File: src/rtl/cla_pkg.sv
// rtl/cla_pkg.sv - shared parameters and helpers for the pipelined CLA adder
package cla_pkg;

    localparam int DEF_WIDTH = 16;
    localparam int DEF_GROUP = 4;

    // Number of CLA slices, which is also the pipeline depth in clocks.
    function automatic int ng(input int width, input int group);
        return width / group;
    endfunction

endpackage

File: src/rtl/cla_group.sv
// rtl/cla_group.sv - combinational GROUP-bit carry-lookahead slice
//
// Ports:
//   a, b      slice operands (b already inverted by the caller for subtract)
//   ci        carry into bit 0 of the slice
//   s         slice sum
//   co        carry out of the slice MSB
//   c_msb_in  carry into the slice MSB (used for signed overflow on the top slice)
module cla_group #(
    parameter int GROUP = 4
) (
    input  logic [GROUP-1:0] a,
    input  logic [GROUP-1:0] b,
    input  logic             ci,
    output logic [GROUP-1:0] s,
    output logic             co,
    output logic             c_msb_in
);

    logic [GROUP-1:0] p;
    logic [GROUP-1:0] g;
    logic [GROUP:0]   c;

    // Each carry is built directly from the generate/propagate terms of all
    // lower bits in the slice, so no carry depends on another carry.
    always_comb begin
        logic pp;
        logic cc;
        pp   = 1'b1;
        cc   = 1'b0;
        p    = a ^ b;
        g    = a & b;
        c    = '0;
        c[0] = ci;
        for (int i = 0; i < GROUP; i++) begin
            pp = 1'b1;
            cc = 1'b0;
            for (int j = i; j >= 0; j--) begin
                cc = cc | (g[j] & pp);
                pp = pp & p[j];
            end
            c[i+1] = cc | (pp & ci);
        end
    end

    assign s        = p ^ c[GROUP-1:0];
    assign co       = c[GROUP];
    assign c_msb_in = c[GROUP-1];

endmodule

File: src/rtl/cla_pipe_adder.sv
// rtl/cla_pipe_adder.sv - pipelined carry-lookahead adder/subtractor, one slice per stage
//
// Ports:
//   clk, rst               clock, synchronous active-high reset
//   in_valid/in_ready      operand beat handshake (A, B, sub, cin)
//   sub                    1: A-B (cin ignored), 0: A+B+cin
//   out_valid/out_ready    result beat handshake (sum, cout, ovf)
//   sum                    result modulo 2^WIDTH
//   cout                   carry out of MSB (subtract: 1 = no borrow)
//   ovf                    signed overflow
module cla_pipe_adder
    import cla_pkg::*;
#(
    parameter int WIDTH = DEF_WIDTH,
    parameter int GROUP = DEF_GROUP
) (
    input  logic             clk,
    input  logic             rst,
    input  logic             in_valid,
    output logic             in_ready,
    input  logic             sub,
    input  logic             cin,
    input  logic [WIDTH-1:0] A,
    input  logic [WIDTH-1:0] B,
    output logic             out_valid,
    input  logic             out_ready,
    output logic [WIDTH-1:0] sum,
    output logic             cout,
    output logic             ovf
);

    localparam int NG = ng(WIDTH, GROUP);

    if ((GROUP < 1) || (WIDTH % GROUP != 0)) begin : g_param_check
        $fatal(1, "cla_pipe_adder: WIDTH must be a non-zero multiple of GROUP");
    end

    // Per-stage registers. Operands travel whole so each stage can pick its
    // own slice; the sum accumulates one slice per stage.
    logic [WIDTH-1:0] a_q [NG];
    logic [WIDTH-1:0] b_q [NG];
    logic [WIDTH-1:0] s_q [NG];
    logic             v_q [NG];
    logic             c_q [NG];
    logic             o_q [NG];

    logic             en;
    logic [WIDTH-1:0] b_eff;
    logic             c_eff;

    // The whole pipe, bubbles included, freezes only when a finished result
    // is being refused downstream.
    assign en       = !(out_valid && !out_ready);
    assign in_ready = en;

    assign b_eff = sub ? ~B : B;
    assign c_eff = sub | cin;

    for (genvar k = 0; k < NG; k++) begin : g_stage
        logic [WIDTH-1:0] a_i;
        logic [WIDTH-1:0] b_i;
        logic [WIDTH-1:0] s_i;
        logic [WIDTH-1:0] s_n;
        logic             v_i;
        logic             c_i;
        logic [GROUP-1:0] gs;
        logic             gco;
        logic             gcm;

        if (k == 0) begin : g_first
            assign a_i = A;
            assign b_i = b_eff;
            assign s_i = '0;
            assign v_i = in_valid;
            assign c_i = c_eff;
        end else begin : g_next
            assign a_i = a_q[k-1];
            assign b_i = b_q[k-1];
            assign s_i = s_q[k-1];
            assign v_i = v_q[k-1];
            assign c_i = c_q[k-1];
        end

        cla_group #(
            .GROUP (GROUP)
        ) u_grp (
            .a        (a_i[k*GROUP +: GROUP]),
            .b        (b_i[k*GROUP +: GROUP]),
            .ci       (c_i),
            .s        (gs),
            .co       (gco),
            .c_msb_in (gcm)
        );

        always_comb begin
            s_n                    = s_i;
            s_n[k*GROUP +: GROUP]  = gs;
        end

        always_ff @(posedge clk) begin
            if (rst) begin
                v_q[k] <= 1'b0;
                a_q[k] <= '0;
                b_q[k] <= '0;
                s_q[k] <= '0;
                c_q[k] <= 1'b0;
                o_q[k] <= 1'b0;
            end else if (en) begin
                v_q[k] <= v_i;
                a_q[k] <= a_i;
                b_q[k] <= b_i;
                s_q[k] <= s_n;
                c_q[k] <= gco;
                // Only meaningful on the top slice, where gcm is the carry
                // into the word MSB.
                o_q[k] <= gcm ^ gco;
            end
        end
    end

    assign out_valid = v_q[NG-1];
    assign sum       = s_q[NG-1];
    assign cout      = c_q[NG-1];
    assign ovf       = o_q[NG-1];

endmodule

File: config.mk
export PLATFORM = sky130hd
export DESIGN_NAME = cla_pipe_adder
export DESIGN_NICKNAME = d
export VERILOG_FILES = /design/src/rtl/cla_pkg.sv /design/src/rtl/cla_group.sv /design/src/rtl/cla_pipe_adder.sv
export SDC_FILE = /design/constraint.sdc
export NUM_CORES = 1
export LEC_CHECK = 0
export CAP_MARGIN = 10
export CORE_AREA = 10 10 103 105
export DETAILED_ROUTE_END_ITERATION = 8
export DIE_AREA = 0 0 113 115
export PLACE_DENSITY_LB_ADDON = 0.15
export SETUP_SLACK_MARGIN = 0.15
export SYNTH_ARGS = -nofsm -noshare
export SYNTH_HDL_FRONTEND = slang
export SYNTH_HIERARCHICAL = 1
export SYNTH_SLANG_ARGS = --single-unit
export TNS_END_PERCENT = 10
File: constraint.sdc
create_clock -name clk -period 8.9 [get_ports clk]
set_input_delay 0.89 -clock clk [delete_from_list [all_inputs] [get_ports clk]]
set_output_delay 0.89 -clock clk [all_outputs]
set_load 0.1 [all_outputs]
Word-level counts from Yosys, hierarchy flattened --
Memories as Yosys holds them, arrays and structs flattened. Index checks and enable logic that the tools add are counted. W data, S select, Z words.
Word-level totals: input bits 38, logic and storage cells 185, output and inout bits 20, bits in registers 0, memories kept 6, bits in writable memories 204
Memory list:
- a_q | words 4, width 16, read ports 3, clocked after memory_dff 0, wr ports 4, RTL line cla_pipe_adder.sv:40 | logic [WIDTH-1:0] a_q [NG];
- b_q | words 4, width 16, read ports 3, clocked after memory_dff 0, wr ports 4, RTL line cla_pipe_adder.sv:41 | logic [WIDTH-1:0] b_q [NG];
- s_q | words 4, width 16, read ports 4, clocked after memory_dff 0, wr ports 4, RTL line cla_pipe_adder.sv:42 | logic [WIDTH-1:0] s_q [NG];
- c_q | words 4, width 1, read ports 4, clocked after memory_dff 0, wr ports 4, RTL line cla_pipe_adder.sv:44 | logic c_q [NG];
- o_q | words 4, width 1, read ports 1, clocked after memory_dff 0, wr ports 4, RTL line cla_pipe_adder.sv:45 | logic o_q [NG];
- v_q | words 4, width 1, read ports 4, clocked after memory_dff 0, wr ports 4, RTL line cla_pipe_adder.sv:43 | logic v_q [NG];
Operators by class: bitwise gates (word level) 146, multiplexer cells 30, reduce and logical (&&, ||, !) cells 3
Operators with widths (count):
- $mux W16 | 13
- $or A1 B1 Y1 | 65
- $and A1 B1 Y1 | 64
- $xor A4 B4 Y4 | 8
- $mux W1 | 17
- $and A4 B4 Y4 | 4
- $not A16 Y16 | 1
- $xor A1 B1 Y1 | 4
- $logic_not A1 Y1 | 2
- $logic_and A1 B1 Y1 | 1

Longest topological paths before layout --
Gate-level depths: netlist (run 1).
depth after elaboration 10, gate-level depth with buffers 8, gate-level depth less buffers 6

By module --
Netlist (run 1), hierarchy kept.
Modules (own cells, without submodules):
- cla_pipe_adder | seq. area each 2912.8 sq um, times used 1, area each 3982.6 sq um, cells each 239
- cla_group (g_stage[0].u_grp ...) | seq. area each 0.0 sq um, times used 3, area each 155.1 sq um, cells each 18
- cla_group (g_stage[3].u_grp) | seq. area each 0.0 sq um, times used 1, area each 140.1 sq um, cells each 14

Worst setup path after synthesis (run 1) --
Ideal clock, no wire load.
kind input port to flip-flop, start point input port rst, end point memory a_q[0][10] (netlist bit), enable pin, arrival time 3.541 ns, setup time 0.472 ns, required time 8.428 ns, cell stages on the path 3, path buffers 2, path slack 4.887 ns, path through buf_2 buf_6 nand2b_1
RTL lines:
- start, declared | RTL line cla_pipe_adder.sv:18 | input logic rst,
- end, declared | RTL line cla_pipe_adder.sv:40

Worst setup path after layout (run 1) --
start point input port out_ready, end point output port in_ready
Between the ends: cells in the longest elaborated chain, start to end 3
RTL lines:
- start, declared | RTL line cla_pipe_adder.sv:26 | input logic out_ready,
- $logic_not A1 Y1 | RTL line cla_pipe_adder.sv:53 | assign en = !(out_valid && !out_ready);
- $logic_and A1 B1 Y1 | RTL line cla_pipe_adder.sv:53
- $logic_not A1 Y1 | RTL line cla_pipe_adder.sv:53
- end, declared | RTL line cla_pipe_adder.sv:20 | output logic in_ready,
Every way passes these cells.

==> results of run 1 <==
==> cells by family after synthesis <==
kind of cell,count (synthesis),share of synthesized area (%)
fa+ha+maj,20,6.11
xor+xnor,29,5.54
simple gates,108,17.2
compound gates,16,3.16
buf+inv,37,4.50
flops,97,63.5
==> cell type report <==
cell class,instances,area [µm²]
Clock inverter,7,93.8
Timing Repair Buffer,59,583
Inverter,13,48.8
Clock buffer,9,124
Fill cell,660,3170
Sequential cell,97,2910
Tap cell,108,135
Multi-Input combinational cell,173,1480
==> flip-flops by register name, summed over array words and instances (netlist names) <==
register,count
s_q,40
c_q,4
b_q,24
o_q,1
a_q,24
v_q,4
==> Yosys cell counts <==
library cell  number  area [µm²]
inv_1             13        48.8
o21bai_2           4        45.0
clkbuf_1           7        26.3
a21o_1             4        30.0
nor3_2             9        90.1
nand2b_1           1        6.26
buf_6              7        78.8
a211oi_2           4        50.1
buf_2              9        45.0
or2_2              1        6.26
ha_1              16         200
nor3b_1           84         631
buf_4              1        7.51
xnor2_1           16         140
nor2b_1            1        6.26
xor2_1            13         114
edfxtp_1          97        2910
o21ai_0            4        20.0
fa_1               4        80.1
nor3_1             4        20.0
nor2_1             8        30.0
==> worst max-delay path by stage <==
stage / startpoint / slack (ns) / cells past startpoint / end
2_1_floorplan: rst / 4.89 / 3 / a_q[0][10]
3_3_place_gp: out_ready / 5.36 / 4 / in_ready
3_5_place_dp: out_ready / 5.37 / 4 / in_ready
4_1_cts: out_ready / 5.37 / 4 / in_ready
5_1_grt: out_ready / 5.34 / 4 / in_ready
6_report: out_ready / 5.38 / 4 / in_ready
==> worst max-delay path, stage by stage <==
cell	delay (ns)
clkdlybuf4s50_1	0.50
nor2b_4	0.07
inv_1	0.05
clkdlybuf4s50_1	1.12
==> metal layers <==
layer,GRT usage (%),share of wire (%),up-vias,routed length [µm]
met4,5.58,1.2,0,83
met5,0,0,-,0
li1,-,-,1215,-
met1,15.1,46,1182,3340
met2,16.6,46,65,3300
met3,4.17,6.6,7,473
==> metrics by stage <==
step / hold WS (ns) / instance area [µm²] / cells
floorplan: 0.570 / 4590 / 307
global placement: 0.574 / 5160 / 450
detailed placement: 0.587 / 5160 / 450
CTS: 0.607 / 5380 / 466
global route: 0.622 / 5380 / 466
finish: 0.601 / 5380 / 466
==> cells in the final DEF (no fill, tap or decap), drive strengths merged <==
cell type,synthesis,final
o21ai,4,4
or2,1,1
clkbuf,7,9
nor3,13,13
a21o,4,4
nor3b,84,84
bufinv,0,2
nor2b,1,1
fa,4,4
xor2,13,13
clkinv,0,2
o21bai,4,4
buf,17,3
clkdlybuf4s50,0,56
nor2,8,8
ha,16,16
a211oi,4,4
inv,13,14
edfxtp,97,97
clkinvlp,0,2
nand2b,1,1
xnor2,16,16
==> report_power, final <==
part	switching, W	internal, W	total, W
logic	0.0000804	0.0000622	0.000143
registers	0.00000935	0.000538	0.000548
clock network	0.000151	0.000158	0.000309
==> flow_summary.toml, run 1 <==
[logic_synthesis]
ys_types = 21
syn_area_um2 = 4590
ys_ff_latch = 97
synth_fp_nets = 365
yosysWarnings = 6
synth_cells = 307
yosysSeqAreaShare_pct = 63.5
synth.avg_cell_area_um2 = 14.9

[route]
drc_errors = 0
detail_route.wl_per_cell_um = 15.5
first_pass_iters = 5
wirelength_mm = 7.21
final_antenna_net_count = 0
vias = 2469
avgViaCountPerCell = 5.30
drt_iter0_drc = 179

[final_layout]
drive_above_1_share_pct = 10.9
finalNetCount = 411
final_util_pct = 62.9
n_antenna_cell = 0
syn_to_final_growth_pct = 17.3

[setup_path]
reg2reg_to = "s_q[2][3]"
critPathLaunchType = "input pin"
crit_type = "in2out"
cp.arrival_ns = 2.63
cp-end-kind = "primary output"
reg2regPathDepth = 3
rr_startpoint = "v_q[3]"
required_ns = 8.01
worst-path-max-fanout = 3
rrSetupSlack_ns = 6.82

[cts]
postCtsHoldBufs = 0
cts_root_buf = "clkbuf_8"
cts_resized = 0
clock_sink_count = 97
insertion_delay_ns = 0.36
clkSlewWorstSetupHoldPaths_ns = 0.09
cts_max_path_buffers = 2
cts_inserted_buffers = 9
postCtsSetupBuffers = 0
cts_tree = "built"
cts_max_level = 3

[global_routing]
grt_pass1_wl_mm = 12.1
grt-ovfl-total = 0
antenna_found_initial = 0
grt_pass1_vias = 2472
grt_start_max_net_pins = 99
grt.total_usage_pct = 11.5

[place]
place_hpwl_mm = 4.34
port_buffers = 57
place_congestion = 0.718
pre_cts_ws_ns = 5.37

[sta]
fmax_mhz = 284
final_hold_viol_count = 0
fin_crit_sh_pct = 39.5
slew-limit-headroom_pct = 30.4
finClkSkew_ns = 0.00958
rsz0062_at_grt = "false"
fin_ws_ns = 5.38
worstMarginPinSlew_ns = 1.04
slew_viol_final = 0
finalSetupViolCount = 0
final.min_clock_period_ns = 3.52
setup_tns_ns = 0

[die]
io_pins = 58
core_um2 = 8550
rows = 34
die_y_um = 115
initial_core_util_pct = 53.7
die_w_um = 113
dieArea_um2 = 13000

[power]
peakVddDrop_mv = 0.0923
powerDensity_nw_per_um2 = 186
p_leak_nw = 2.09
power_w = 0.000999

[status]
status = "complete, no violations"

[hold_path]
min_path_cells = 1
min_to = "s_q[3][7]"
min_from = "s_q[2][7]"
hold_path_class = "reg2reg"

[run]
max_cap_viol_count = 0
Power figures use the tool's default switching activity.
==> run 2: changes to the inputs <==
Clock period 8.9 ns to 3.3 ns, I/O delays scaled along.
==> flow_summary.toml, run 2 (same netlist as run 1, synthesis figures left out) <==
[global_routing]
use_met3_pct = 3.39
grt_pass1_wl_mm = 12.3
use_met1_pct = 15.0
grt-ovfl-total = 0
grt_util_met2_pct = 17.8
grt_start_max_net_pins = 99
antenna_found_initial = 0
grt_busiest_layer = "met2"
grt_pass1_vias = 2554
grt.total_usage_pct = 11.5

[hold_path]
hold_path_class = "reg2reg"
min_path_cells = 1

[final_layout]
largest_reg_flops = 40
n_antenna_cell = 0
largest_register = "s_q"
layout.cells.most_common = "edfxtp_1"
drive_above_1_share_pct = 10.8
finalNetCount = 413
syn_to_final_growth_pct = 17.5
reg_top3 = "s_q (40), a_q (24), b_q (24)"
stdcell_count = 468
final_cell_mix = "edfxtp_1, nor3b_1, clkdlybuf4s50_1, xnor2_1, ha_1"

[status]
status = "complete, no violations"

[sta]
final_hold_viol_count = 0
fin_crit_sh_pct = 67.3
finClkSkew_ns = 0.0140
timing.hold.ws_ns = 0.608
finalSetupViolCount = 0
slew_viol_final = 0
rsz0062_at_grt = "false"
worstMarginPinSlew_ns = 1.03
slew-limit-headroom_pct = 31.5
setup_tns_ns = 0
final.min_clock_period_ns = 2.22
fmax_mhz = 450

[die]
die_w_um = 113
rows = 34
die_y_um = 115
core_um2 = 8550
dieArea_um2 = 13000
io_pins = 58
initial_core_util_pct = 53.7

[cts]
postCtsSetupBuffers = 0
clkSlewWorstSetupHoldPaths_ns = 0.09
cts_tree = "built"
cts_root_buf = "clkbuf_8"
cts_resized = 0
cts_max_path_buffers = 2
clock_sink_count = 97
postCtsHoldBufs = 0
cts_max_level = 3
cts_inserted_buffers = 9
insertion_delay_ns = 0.35

[setup_path]
required_ns = 2.97
reg2regPathDepth = 6
path_buf_inv = 1
crit_cells = 1
path_cells = "clkdlybuf4s50_1"
max_stage_delay_ns = 1.16
crit_family = "buffers and inverters"
critPathLaunchType = "flip-flop"
cp.arrival_ns = 1.89
worst-path-max-fanout = 2
cp-end-kind = "primary output"
crit_type = "reg2out"
crit_slowest_cell = "clkdlybuf4s50_1"

[route]
drc_errors = 0
avgViaCountPerCell = 5.18
final_antenna_net_count = 0
drt_iter0_drc = 172
detail_route.wl_per_cell_um = 15.6
wirelength_mm = 7.30
vias = 2423
first_pass_iters = 4

[place]
dp.cells = 452
place_hpwl_mm = 4.43
port_buffers = 57
place_congestion = 0.756

[power]
peakVddDrop_mv = 0.249
powerDensity_nw_per_um2 = 484
p_leak_nw = 2.09

[run]
max_cap_viol_count = 0
[run 2: changes by cell type in the layout (fill, tap and decap cells not counted), sizes merged]
| cell | change |
|---|---|
| buf | +3 |
| bufinv | -1 |
| clkbuf | +2 |
| clkdlybuf4s50 | -1 |
| clkinv | -1 |
| clkinvlp | +1 |
| inv | -1 |
[run 2: final cells by class]
| type | instances | area, µm² |
|---|---|---|
| Clock buffer | 11 | 131 |
| Clock inverter | 5 | 56.3 |
| Fill cell | 656 | 3160 |
| Inverter | 13 | 48.8 |
| Multi-Input combinational cell | 173 | 1480 |
| Sequential cell | 97 | 2910 |
| Tap cell | 108 | 135 |
| Timing Repair Buffer | 61 | 621 |
[run 2: per-layer routing]
| layer | wire (µm) | vias up | part of all wire (%) |
|---|---|---|---|
| li1 | - | 1218 | - |
| met1 | 3470 | 1136 | 47 |
| met2 | 3360 | 57 | 46 |
| met3 | 368 | 12 | 5.0 |
| met4 | 103 | 0 | 1.4 |
| met5 | 0 | - | 0 |
[run 2: final timing paths]
check | start | slack (ns) | to
max reg2reg | a_q[1][12] | 1.34 | o_q[3]
min reg2reg | s_q[2][2] | 0.61 | s_q[3][2]
min | s_q[2][2] | 0.61 | s_q[3][2]
max | v_q[3] | 1.08 | out_valid
[run 2: worst reg2reg max path, cell delays in order (launching register included)]
cell and delay [ns]:
edfxtp_1 0.43, ha_1 0.33, a211oi_2 0.30, o21bai_2 0.16, a21o_1 0.23, xnor2_1 0.19, nor3_2 0.05
[run 2: where the power goes]
group          switching, W  leakage (nW)  total (W)  internal (W)
sequential        0.0000250          1.15    0.00148       0.00145
clock              0.000395        0.0832   0.000744      0.000349
combinational      0.000218         0.854   0.000388      0.000170
[run 2: stage by stage]
| step | power, W | cell area [µm²] | setup slack [ns] | utilization (%) |
|---|---|---|---|---|
| floorplan | 0.00179 | 4590 | 0.378 | - |
| global placement | 0.00189 | 5200 | 0.847 | 60.8 |
| CTS | 0.00263 | 5390 | 1.07 | 63.0 |
| finish | 0.00261 | 5390 | 1.08 | 63.0 |
| detailed placement | 0.00190 | 5200 | 0.798 | 60.8 |
| global route | 0.00273 | 5390 | 1.03 | 63.0 |
==> run 3: changes to the inputs <==
Clock period 3.3 ns to 2.1 ns, I/O delays scaled along.
==> flow_summary.toml, run 3 (same netlist as run 1, synthesis figures left out) <==
[setup_path]
rr_startpoint = "b_q[1][12]"
cp.arrival_ns = 1.97
critPathLaunchType = "input pin"
worst-path-max-fanout = 7
path_cells = "clkdlybuf4s50_1 -> buf_4 -> or2_2 -> a211oi_2 -> o21bai_2 -> a21o_1 -> nor3b_1"
crit_family = "buffers and inverters"
crit_start = "sub"
cp-end-kind = "flip-flop"
crit_type = "in2reg"
crit_cells = 7
crit_slowest_cell = "clkdlybuf4s50_1"
reg2reg_to = "o_q[3]"
rrSetupSlack_ns = 0.24
max_stage_delay_ns = 0.50
reg2regPathDepth = 6
required_ns = 2.18
crit_path_end = "c_q[0][0]"
path_buf_inv = 2

[sta]
slew_viol_final = 0
fin_ws_ns = 0.214
slew-limit-headroom_pct = 71.5
finalSetupViolCount = 0
final.min_clock_period_ns = 1.89
worstMarginPinSlew_ns = 0.427
fin_crit_sh_pct = 89.8
fmax_mhz = 530
final_hold_viol_count = 0
rsz0062_at_grt = "true"
finClkSkew_ns = 0.00900

[die]
dieArea_um2 = 13000
die_w_um = 113
initial_core_util_pct = 53.7
io_pins = 58
core_um2 = 8550
rows = 34
die_y_um = 115

[final_layout]
stdcell_count = 486
drive_above_1_share_pct = 20.6
fillers = 633
reg_top3 = "s_q (40), a_q (24), b_q (24)"
final_cell_mix = "edfxtp_1, nor3b_1, buf_4, clkdlybuf4s50_1, ha_1"
seq_area_um2 = 2910
n_antenna_cell = 0
finalNetCount = 431
largest_reg_flops = 40
syn_to_final_growth_pct = 20.3
largest_register = "s_q"
multiInputGateArea_um2 = 1490
layout.cells.most_common = "edfxtp_1"

[cts]
clock_sink_count = 97
cts_root_buf = "clkbuf_8"
cts_tree = "built"
clkSlewWorstSetupHoldPaths_ns = 0.08
insertion_delay_ns = 0.35
cts_inserted_buffers = 9
cts_max_level = 3
cts_max_path_buffers = 2

[route]
drt_iter0_drc = 167
first_pass_iters = 5
wirelength_mm = 7.52
drc_errors = 0
vias = 2537
avgViaCountPerCell = 5.22
detail_route.wl_per_cell_um = 15.5
final_antenna_net_count = 0

[global_routing]
grt_pass1_wl_mm = 12.5
antenna_found_initial = 0
grt-ovfl-total = 0
grt_pass1_vias = 2613
grt_start_max_net_pins = 98
grt.total_usage_pct = 11.7

[run]
max_cap_viol_count = 0

[place]
port_buffers = 57
pre_cts_ws_ns = -0.193
dp.cells = 465
place_congestion = 0.801
place_hpwl_mm = 4.91

[power]
p_leak_nw = 2.23
peakVddDrop_mv = 0.285
powerDensity_nw_per_um2 = 727

[status]
status = "complete, no violations"

[hold_path]
hold_path_class = "in2reg"
[run 3: cell count changes in the layout (fill, tap and decap cells not counted), sizes merged]
cell | before | now
clkbuf | 11 | 10
inv | 13 | 14
buf | 6 | 43
clkinv | 1 | 2
bufinv | 1 | 0
clkdlybuf4s50 | 55 | 36
[run 3: worst min-delay path by stage]
stage	to	slack, ns	cells past startpoint	startpoint
floorplan	b_q[0][10]	0.46	2	B[10]
global placement	a_q[0][24]	0.58	1	a_q[0][8]
detailed placement	a_q[0][31]	0.59	1	a_q[0][15]
CTS	a_q[0][5]	0.52	2	A[5]
global route	a_q[0][6]	0.50	2	A[6]
finish	b_q[0][11]	0.51	2	rst
[run 3: through the flow]
stage | area, µm² | power [W] | util (%) | TNS [ns] | hold slack (ns)
final | 5520 | 0.00401 | 64.5 | 0 | 0.513
after global routing | 5520 | 0.00419 | 64.5 | 0 | 0.501
after CTS | 5490 | 0.00405 | 64.2 | 0 | 0.519
after detailed placement | 5300 | 0.00299 | 62.0 | -0.526 | 0.585
after global placement | 5300 | 0.00297 | 62.0 | -0.335 | 0.577
after floorplan | 4600 | 0.00281 | - | -28.42 | 0.464
[run 3: repair_timing]
action | CTS | global route
resized for setup | 1 | 0
endpoints found under the setup margin | 1 | 4
hold buffers | 0 | 0
gates cloned | 0 | 0
setup buffers | 1 | 4
pin swaps | 1 | 4
[run 3: cell type report]
cell class,instances,share of cell area (%)
repair buffers,79,13.7
clock inverters,6,0.794
inverters,13,0.884
flip-flops and latches,97,52.8
clock buffers,10,2.31
well taps,108,2.45
multi-input cells,173,27.0
[run 3: metal layers]
metal	routed length, µm	part of all wire (%)	global-route usage, %	vias up
li1	-	-	-	1255
met1	3510	47	15.2	1217
met2	3510	47	17.9	63
met3	456	6.1	3.75	2
met4	38	0.51	4.82	0
met5	0	0	0	-
[run 3: where the power goes]
group	switching (W)	internal (W)	leakage [nW]
sequential	0.0000398	0.00228	1.15
combinational	0.000347	0.000278	1.00
clock	0.000632	0.000433	0.0765
[run 3: worst register-to-register path, stage by stage, from the launching register on]
cell      delay, ns
edfxtp_1       0.43
ha_1           0.30
a211oi_2       0.30
o21bai_2       0.12
a21o_1         0.23
xnor2_2        0.18
nor3_2         0.05
